### src/rtl/conv_window_seq.sv
// 3x3 convolution window read sequencer: walks every valid window of a CxHxW frame,
// reads each tap from single-port SRAM and streams it out with window framing flags.
//
// state | meaning
// IDLE  | waiting for start; illegal config pulses err
// RUN   | issuing tap reads whenever output credit allows
// DRAIN | all reads issued, waiting for in-flight read and FIFO to empty
// DONE  | one-cycle done pulse
module conv_window_seq #(
  parameter int ADDR_W   = 16,
  parameter int WORD_LEN = 8,
  parameter int DIM_W    = 8
) (
  input  logic                clk,
  input  logic                rstn,
  input  logic                start_i,
  input  logic [DIM_W-1:0]    cfg_width_i,
  input  logic [DIM_W-1:0]    cfg_height_i,
  input  logic [DIM_W-1:0]    cfg_channels_i,
  input  logic [ADDR_W-1:0]   cfg_base_i,
  output logic                mem_cen_o,
  output logic [ADDR_W-1:0]   mem_a_o,
  input  logic [WORD_LEN-1:0] mem_q_i,
  output logic [WORD_LEN-1:0] out_data_o,
  output logic                out_valid_o,
  input  logic                out_ready_i,
  output logic                out_first_o,
  output logic                out_last_o,
  output logic                out_frame_last_o,
  output logic                busy_o,
  output logic                done_o,
  output logic                err_o
);

  typedef enum logic [1:0] {S_IDLE, S_RUN, S_DRAIN, S_DONE} state_t;

  state_t              state_q;
  logic [DIM_W-1:0]    w_q, h_q, c_cfg_q;
  logic [ADDR_W-1:0]   base_q;
  logic [DIM_W-1:0]    ox_q, oy_q, ch_q;
  logic [1:0]          kx_q, ky_q;
  logic [DIM_W-1:0]    ox_d, oy_d, ch_d;
  logic [1:0]          kx_d, ky_d;
  logic                rv_q;
  logic [2:0]          rv_flags_q;
  logic [WORD_LEN+2:0] fifo_q [2];
  logic                rd_ptr_q, wr_ptr_q;
  logic [1:0]          count_q;
  logic                err_q;

  logic                ch_last, ox_last, oy_last;
  logic                tap_first, tap_last, tap_frame_last;
  logic                pop, issue, cfg_legal;
  logic [2:0]          occ;
  logic [ADDR_W-1:0]   row, addr;
  logic [WORD_LEN+2:0] head;

  always_comb begin
    ch_last        = (ch_q == c_cfg_q - DIM_W'(1));
    ox_last        = (ox_q == w_q - DIM_W'(3));
    oy_last        = (oy_q == h_q - DIM_W'(3));
    tap_first      = (ch_q == '0) && (ky_q == 2'd0) && (kx_q == 2'd0);
    tap_last       = ch_last && (ky_q == 2'd2) && (kx_q == 2'd2);
    tap_frame_last = tap_last && ox_last && oy_last;
    cfg_legal      = (cfg_width_i >= DIM_W'(3)) && (cfg_height_i >= DIM_W'(3)) &&
                     (cfg_channels_i != '0);
    pop            = (count_q != 2'd0) && out_ready_i;
    // Credit counts the word leaving this cycle, which is what allows 1 word/cycle with 2 entries.
    occ            = {1'b0, count_q} + {2'b00, rv_q} - {2'b00, pop};
    issue          = rstn && (state_q == S_RUN) && (occ < 3'd2);
    row            = ADDR_W'(ch_q) * ADDR_W'(h_q) + ADDR_W'(oy_q) + ADDR_W'(ky_q);
    addr           = base_q + row * ADDR_W'(w_q) + ADDR_W'(ox_q) + ADDR_W'(kx_q);
  end

  always_comb begin
    kx_d = kx_q;
    ky_d = ky_q;
    ch_d = ch_q;
    ox_d = ox_q;
    oy_d = oy_q;
    if (kx_q != 2'd2) begin
      kx_d = kx_q + 2'd1;
    end else begin
      kx_d = 2'd0;
      if (ky_q != 2'd2) begin
        ky_d = ky_q + 2'd1;
      end else begin
        ky_d = 2'd0;
        if (!ch_last) begin
          ch_d = ch_q + DIM_W'(1);
        end else begin
          ch_d = '0;
          if (!ox_last) begin
            ox_d = ox_q + DIM_W'(1);
          end else begin
            ox_d = '0;
            oy_d = oy_q + DIM_W'(1);
          end
        end
      end
    end
  end

  always_ff @(posedge clk) begin
    if (!rstn) begin
      state_q    <= S_IDLE;
      w_q        <= '0;
      h_q        <= '0;
      c_cfg_q    <= '0;
      base_q     <= '0;
      ox_q       <= '0;
      oy_q       <= '0;
      ch_q       <= '0;
      kx_q       <= '0;
      ky_q       <= '0;
      rv_q       <= 1'b0;
      rv_flags_q <= '0;
      fifo_q[0]  <= '0;
      fifo_q[1]  <= '0;
      rd_ptr_q   <= 1'b0;
      wr_ptr_q   <= 1'b0;
      count_q    <= '0;
      err_q      <= 1'b0;
    end else begin
      err_q <= 1'b0;
      // Flags ride alongside the read so they land in the FIFO with their data word.
      rv_q <= issue;
      if (issue) rv_flags_q <= {tap_first, tap_last, tap_frame_last};
      if (rv_q) begin
        fifo_q[wr_ptr_q] <= {rv_flags_q, mem_q_i};
        wr_ptr_q         <= ~wr_ptr_q;
      end
      if (pop) rd_ptr_q <= ~rd_ptr_q;
      count_q <= count_q + {1'b0, rv_q} - {1'b0, pop};

      case (state_q)
        S_IDLE: begin
          if (start_i) begin
            if (cfg_legal) begin
              w_q     <= cfg_width_i;
              h_q     <= cfg_height_i;
              c_cfg_q <= cfg_channels_i;
              base_q  <= cfg_base_i;
              ox_q    <= '0;
              oy_q    <= '0;
              ch_q    <= '0;
              kx_q    <= '0;
              ky_q    <= '0;
              state_q <= S_RUN;
            end else begin
              err_q <= 1'b1;
            end
          end
        end
        S_RUN: begin
          if (issue) begin
            kx_q <= kx_d;
            ky_q <= ky_d;
            ch_q <= ch_d;
            ox_q <= ox_d;
            oy_q <= oy_d;
            if (tap_frame_last) state_q <= S_DRAIN;
          end
        end
        S_DRAIN: begin
          if (!rv_q && ((count_q == 2'd0) || ((count_q == 2'd1) && pop))) state_q <= S_DONE;
        end
        default: state_q <= S_IDLE;
      endcase
    end
  end

  assign head             = fifo_q[rd_ptr_q];
  assign mem_cen_o        = ~issue;
  assign mem_a_o          = addr;
  assign out_valid_o      = (count_q != 2'd0);
  assign out_data_o       = out_valid_o ? head[WORD_LEN-1:0] : '0;
  assign out_first_o      = out_valid_o & head[WORD_LEN+2];
  assign out_last_o       = out_valid_o & head[WORD_LEN+1];
  assign out_frame_last_o = out_valid_o & head[WORD_LEN];
  assign busy_o           = (state_q != S_IDLE);
  assign done_o           = (state_q == S_DONE);
  assign err_o            = err_q;

endmodule

### config.mk
export PLATFORM = sky130hd
export DESIGN_NAME = conv_window_seq
export DESIGN_NICKNAME = d
export VERILOG_FILES = /design/src/rtl/conv_window_seq.sv
export SDC_FILE = /design/constraint.sdc
export NUM_CORES = 1
export LEC_CHECK = 0
export BUFFER_PORTS_ARGS = -buffer_cell sky130_fd_sc_hd__buf_2
export CAP_MARGIN = 20
export CORE_ASPECT_RATIO = 1.1
export CORE_MARGIN = 3
export CORE_UTILIZATION = 50
export DETAILED_ROUTE_END_ITERATION = 10
export HOLD_SLACK_MARGIN = 0.15
export PLACE_DENSITY = 0.69
export RECOVER_POWER = 25
export SKIP_LAST_GASP = 1
export SYNTH_ARGS = -nofsm -noshare
export SYNTH_HDL_FRONTEND = slang
export SYNTH_SLANG_ARGS = --single-unit
### constraint.sdc
create_clock -name clk -period 9.4 [get_ports clk]
set_clock_uncertainty 0.1 [all_clocks]
set_input_delay 0.94 -clock clk [delete_from_list [all_inputs] [get_ports clk]]
set_output_delay 0.94 -clock clk [all_outputs]
set_load 0.01 [all_outputs]
==> metrics.md, run 1 <==
| Metric | Value |
|---|---|
| Status | finished with violations |
| Violated checks | max-capacitance violations, max-slew violations, negative setup slack |
| Final setup violation count | 2 |
| Power Total | 1.87 mW |
| Global Route Usage Sum | 21.8% |
| Finished Layout Cells | 1676 |
| WL/cell | 15.2 µm |
| Ys async rst share | 0% |
| Largest net degree at the start of global routing | 56 |
| Achievable frequency | 104 MHz |
| Via density | 5.16 |
| First-pass GRT wire length | 42300 µm |
| Largest buffer count on any clock path | 2 |
| Mean Syn Cell Area | 8.73 µm² |
| Min-Delay Path Depth | 2 |
| Initial antenna violation count | 0 |
| Clk slew on worst S/H paths | 0.08 ns |
| Pre-CTS setup slack | -0.251 ns |
| Final Hold Viols | 0 |
| Synth area leader | fa_1 |
| CP Capture Type | primary output |
| Area Growth Syn to Fin | 16.7% |
| H-Tree Depth | 3 |
| Starting density of the core | 51.1% |
| Crit path kind | flip-flop to primary output |
| Post-Syn Area | 0.0110 mm² |
| Global placement routability congestion | 0.906 |
| Max Slew Vio Count | 56 |
| Core footprint | 0.0214 mm² |
| Slew @ Worst Pin | 1.94 ns |
| Post-synth top flop | dfxtp_1 |
| ANT cells | 0 |
| Port Buf Inserts | 83 |
| P_leak | 5.93 nW |
| Tmin final | 9.60 ns |
| Post-Route WL | 25500 µm |
| Worst R2R Path Depth | 15 |
| Die H | 161 µm |
| Mapped Nets | 1519 |
| # IOs | 84 |
| Syn Inst Count | 1255 |
| RSZ-0062 raised after global routing | yes |
| Std-Cell Rows | 56 |
| CP required | 8.36 ns |
| Slowest stage delay, CP | 0.57 ns |
| CP arrival | 8.56 ns |
| Pwr dens | 146 mW/mm² |
| Final HPWL from detailed placement | 19500 µm |
| Die width | 147 µm |
| Synth Register Bits | 102 |
| Yosys top cell area share | 23.4% |
| Commonest cells in the synthesized netlist | inv_1 (193), nand2_1 (193), fa_1 (128), and2_1 (87), ha_1 (84) |
| Worst skew pair latency | 0.36 ns |
| Crit Path Max Fanout | 6 |
| Vias in the first global route | 8668 |
| Period utilization | 102% |
| Share of layout cells above drive strength 1 | 19.5% |
| Largest cells by area after synthesis | fa_1 (23%), dfxtp_1 (15%), ha_1 (9.6%) |
| Antenna Nets Post-Route | 0 |
| DRT Pass-1 Iters | 5 |
| CTS buffer count | 9 |
| Starting DRT DRC Count | 475 |
| Rel. slew slack | -29.3% |
| Min-delay worst type | flip-flop to flip-flop |
| Crit start category | flip-flop |
| EDFF count, synth | 22 |
| Seq/Total Area, Yosys | 20.6% |
| Routed vias | 8643 |
| CP most frequent cell | fa_1 |
| CTS Root Cell | clkbuf_16 |
| DRC viols | 0 |
| Dpl cells | 1646 |
| Max-cap viol count | 1 |
| Yosys cell types | 79 |
| Setup ws final | -0.195 ns |
| Num Clock Sinks | 102 |
| Die ar. | 0.0237 mm² |
| Synth warnings | 0 |
| Congestion Overflow GR | 0 |
| Nets | 1645 |
| Peak supply drop | 95.9 µV |
| CTS tree | built |
| Slowest cell on crit path | fa_1 |
-- kinds of logic after synthesis --
| kind of cell | count (synthesis) | synth area share [%] |
|---|---|---|
| adders and majority gates | 212 | 33.0 |
| buffers and inverters | 244 | 8.53 |
| DFF | 102 | 20.6 |
| AOI/OAI and AO/OA | 128 | 7.70 |
| muxes | 13 | 1.20 |
| xor gates and xnor gates | 87 | 7.54 |
| and+or+nand+nor | 469 | 21.4 |
-- worst paths after layout --
path | start | endpoint | slack (ns)
worst min register to register | base_q[12]$_SDFFE_PN0P_ | base_q[12]$_SDFFE_PN0P_ | 0.36
worst min-delay path | base_q[12]$_SDFFE_PN0P_ | base_q[12]$_SDFFE_PN0P_ | 0.36
worst max-delay path | ch_q[1]$_SDFFE_PN0P_ | mem_a_o[15] | -0.20
worst max register to register | count_q[1]$_SDFF_PN0_ | ox_q[0]$_SDFFE_PN0P_ | 4.73
-- state kept, by name, indices dropped and copies added (netlist names), 3 cells and up, named ones only --
register / count
ch_q: 8
oy_q: 8
w_q: 8
base_q: 16
c_cfg_q: 8
fifo_q: 22
h_q: 8
ox_q: 8
rv_flags_q: 3
-- placed cells by master (no fill, tap or decap), types with 7 or more instances in the layout --
cell | netlist | routed
nor4_1 | 11 | 11
nand4_1 | 7 | 7
nor3_1 | 16 | 16
inv_1 | 193 | 186
and2_1 | 87 | 76
edfxtp_1 | 22 | 22
xor2_1 | 27 | 26
dfxtp_2 | 0 | 8
nand2_1 | 193 | 188
ha_1 | 84 | 75
buf_6 | 2 | 9
dfxtp_1 | 80 | 64
a21oi_1 | 63 | 60
nor2_1 | 66 | 64
buf_2 | 3 | 80
mux2i_1 | 12 | 12
and3_1 | 7 | 7
ha_4 | 0 | 7
clkbuf_16 | 0 | 9
nand2b_1 | 13 | 13
nor2b_1 | 14 | 13
inv_2 | 1 | 8
xnor2_1 | 55 | 53
nand3_1 | 20 | 20
fa_1 | 128 | 122
o21ai_0 | 17 | 15
buf_4 | 0 | 71
and2_0 | 0 | 9
dfxtp_4 | 0 | 8
-- per-layer routing --
metal	wire length (µm)	up-vias	global-route usage, %
li1	-	4238	-
met1	11400	4190	28.9
met2	12500	174	37.6
met3	949	41	2.22
met4	656	0	7.20
met5	0	-	0
-- area by class of cell --
class                   count  area [µm²]
inverters                 194         728
well taps                 290         363
multi-input cells         909        8010
repair buffers            165        1080
flip-flops and latches    102        2300
clock buffers              10         239
fillers                  1920        8660
clock inverters             6        63.8
-- report_power, final --
part,internal (mW),total (mW),switching (mW)
Clock,0.195,0.388,0.193
Combinational,0.356,0.871,0.516
Sequential,0.518,0.613,0.0948
Total,1.07,1.87,0.804
-- per-stage QoR --
stage          util [%]  TNS [ns]  instance area, µm²  hold WS (ns)
6_report           59.6    -0.342               12800         0.355
5_1_grt            59.6     -1.04               12800         0.387
4_1_cts            58.5    -0.402               12500         0.359
3_5_place_dp       56.2    -0.251               12100         0.348
3_3_place_gp       56.2    -0.156               12100         0.344
2_1_floorplan         -         0               11000         0.336
-- timing repair --
action,4_1_cts,5_1_grt
endpoints found under the setup margin,2,4
pin swaps,26,43
setup buffers,8,5
hold buffers,0,0
gates cloned,0,0
gates resized for setup,38,49
-- worst max-delay path, delay by kind of cell, from the launching register on --
| family | cells | cell delay (ns) |
|---|---|---|
| fa+ha+maj | 10 | 4.54 |
| xor+xnor | 9 | 1.87 |
| compound gates | 5 | 0.85 |
| buf+inv | 5 | 0.35 |
| simple gates | 2 | 0.17 |
| flops | 1 | 0.39 |
(Power assumes the default switching activity.)
==> inputs of run 2 (changes only) <==
--- a/config.mk
+++ b/config.mk
@@ -12,7 +12,7 @@
 export CORE_UTILIZATION = 50
 export DETAILED_ROUTE_END_ITERATION = 10
 export HOLD_SLACK_MARGIN = 0.15
-export PLACE_DENSITY = 0.69
+export PLACE_DENSITY = 0.76
 export RECOVER_POWER = 25
 export SKIP_LAST_GASP = 1
 export SYNTH_ARGS = -nofsm -noshare
==> run 2 against run 1 <==
Effect of this change: the run still ends with max-capacitance violations, max-slew violations, negative setup slack left; die area is the same; count of clock-buffer cells in the layout shrank 1; first-iteration DRC count grew 7.8%; hold slack gained 0.0046 ns; via count grew 3.0%; clock power grew 1%; total power grew 0.92%; sequential share of layout area shrank 0.20 points; critical endpoint unchanged.
==> metrics.md, run 2 (synthesis results as in run 1) <==
| Metric | Value |
|---|---|
| Nets | 1653 |
| Max Slew Vio Count | 56 |
| Peak supply drop | 121 µV |
| Slew @ Worst Pin | 1.88 ns |
| Final Core Density | 60.3% |
| Power Total | 1.89 mW |
| Core footprint | 0.0214 mm² |
| Share of layout cells above drive strength 1 | 20.0% |
| Global Route Usage Sum | 22.9% |
| Setup ws final | -0.225 ns |
| Power share of the clock group | 20.8% |
| DRT Pass-1 Iters | 5 |
| Hold_sp | base_q[12]$_SDFFE_PN0P_ |
| Via density | 5.28 |
| Worst R2R Path Depth | 15 |
| Min-delay worst type | flip-flop to flip-flop |
| Crit start category | flip-flop |
| Slowest cell on crit path | fa_1 |
| P_leak | 5.97 nW |
| Worst skew pair latency | 0.37 ns |
| Logic gate share of total power | 46.7% |
| CTS tree | built |
| Clk slew on worst S/H paths | 0.08 ns |
| RR Endpoint | ox_q[6]$_SDFFE_PN0P_ |
| Max-cap viol count | 1 |
| First-pass GRT wire length | 44600 µm |
| Antenna Nets Post-Route | 0 |
| NetSw | 0.817 mW |
| Routed vias | 8898 |
| Pint | 1.07 mW |
| Pre-CTS setup slack | -0.257 ns |
| Commonest cells after routing, fill and taps aside | inv_1 (190), nand2_1 (189), fa_1 (120) |
| CP Capture Type | primary output |
| Die width | 147 µm |
| Final setup TNS | -0.225 ns |
| DRC viols | 0 |
| Tmin final | 9.62 ns |
| H-Tree Depth | 3 |
| Std-Cell Rows | 56 |
| Vias in the first global route | 9466 |
| Biggest register | fifo_q |
| Violated checks | max-capacitance violations, max-slew violations, negative setup slack |
| Worst Hold Endpoint | base_q[12]$_SDFFE_PN0P_ |
| Final setup violation count | 1 |
| Min-Delay Path Depth | 2 |
| RSZ-0062 raised after global routing | yes |
| Achievable frequency | 104 MHz |
| CP arrival | 8.58 ns |
| Starting DRT DRC Count | 512 |
| Hold_ws | 0.360 ns |
| CTS buffer count | 9 |
| Largest buffer count on any clock path | 2 |
| Initial antenna violation count | 0 |
| Port Buf Inserts | 83 |
| Num Clock Sinks | 102 |
| Reg2Reg Setup Slack | 4.78 ns |
| # IOs | 84 |
| Post-layout instance area | 0.0129 mm² |
| Final HPWL from detailed placement | 19600 µm |
| Die H | 161 µm |
| Largest regs | fifo_q x22, base_q x16 |
| Worst r2r src | count_q[1]$_SDFF_PN0_ |
| Area Growth Syn to Fin | 18.0% |
| Post-Route WL | 26500 µm |
| CP most frequent cell | fa_1 |
| Congestion Overflow GR | 0 |
| Max reg flops | 22 |
| CP required | 8.36 ns |
| Finished Layout Cells | 1684 |
| Most common cell after layout, fill and taps aside | inv_1 |
| Pwr dens | 146 mW/mm² |
| Period utilization | 102% |
| Global placement routability congestion | 0.913 |
| Placed Instance Area | 0.0121 mm² |
| Final Hold Viols | 0 |
| Largest net degree at the start of global routing | 56 |
| ANT cells | 0 |
| Sequential share of power | 32.5% |
| Dpl cells | 1651 |
| Starting density of the core | 51.1% |
| Rel. slew slack | -25.6% |
| Switching power share of the total | 43.2% |
| CTS Root Cell | clkbuf_16 |
| Crit path kind | flip-flop to primary output |
| Slowest stage delay, CP | 0.54 ns |
| Die ar. | 0.0237 mm² |
| Status | finished with violations |
| WL/cell | 15.7 µm |
| Crit Path Max Fanout | 4 |
[run 2: changes by cell type in the layout (fill, tap and decap cells not counted), sizes merged]
cell	change
clkbuf	-1
clkinv	+2
buf	+8
inv	-1
[run 2: final cells by class]
cell class | count | area (µm²)
inverter | 194 | 728
clock buffer | 9 | 225
fill | 1811 | 8510
multi-input combinational | 909 | 8080
timing repair buffer | 173 | 1150
clock inverter | 7 | 85.1
sequential | 102 | 2300
tap | 290 | 363
[run 2: worst max-delay path, delay by kind of cell, from the launching register on]
kind / cells / cell delay [ns]
xor gates and xnor gates: 1 / 0.37
adders and majority gates: 11 / 4.90
buffers and inverters: 9 / 0.70
DFF: 1 / 0.36
AOI/OAI and AO/OA: 7 / 1.11
and+or+nand+nor: 4 / 0.76
[run 2: repair_timing]
item | 4_1_cts | 5_1_grt
setup endpoints to repair | 2 | 5
resized for setup | 51 | 41
hold buffers | 0 | 0
endpoints found under the hold margin | 0 | 0
buffers inserted | 6 | 10
pin swaps | 44 | 40
[run 2: per-layer routing]
layer	part of all wire [%]	up-vias	global-route usage, %
met3	4.7	74	3.79
li1	-	4244	-
met5	0	-	0
met4	3.6	0	8.73
met2	51	249	40.6
met1	41	4331	27.9
[run 2: worst max-delay path by stage]
stage | cells after the start | slack [ns] | from | to
after floorplan | 30 | 0.02 | ch_q[5]$_SDFFE_PN0P_ | mem_a_o[15]
after CTS | 30 | -0.24 | h_q[4]$_SDFFE_PN0P_ | mem_a_o[15]
after detailed placement | 32 | -0.26 | h_q[1]$_SDFFE_PN0P_ | mem_a_o[15]
after global routing | 32 | -0.55 | h_q[4]$_SDFFE_PN0P_ | mem_a_o[15]
after global placement | 33 | -0.06 | h_q[1]$_SDFFE_PN0P_ | mem_a_o[15]
final | 32 | -0.22 | h_q[4]$_SDFFE_PN0P_ | mem_a_o[15]
[run 2: power groups by stage]
stage                     combinational [mW]  clock, mW  sequential, mW
after floorplan                        0.643          0           0.567
after global placement                 0.816          0           0.615
after detailed placement               0.838          0           0.620
after CTS                              0.855      0.397           0.611
after global routing                   0.989      0.415           0.624
final                                  0.883      0.392           0.615
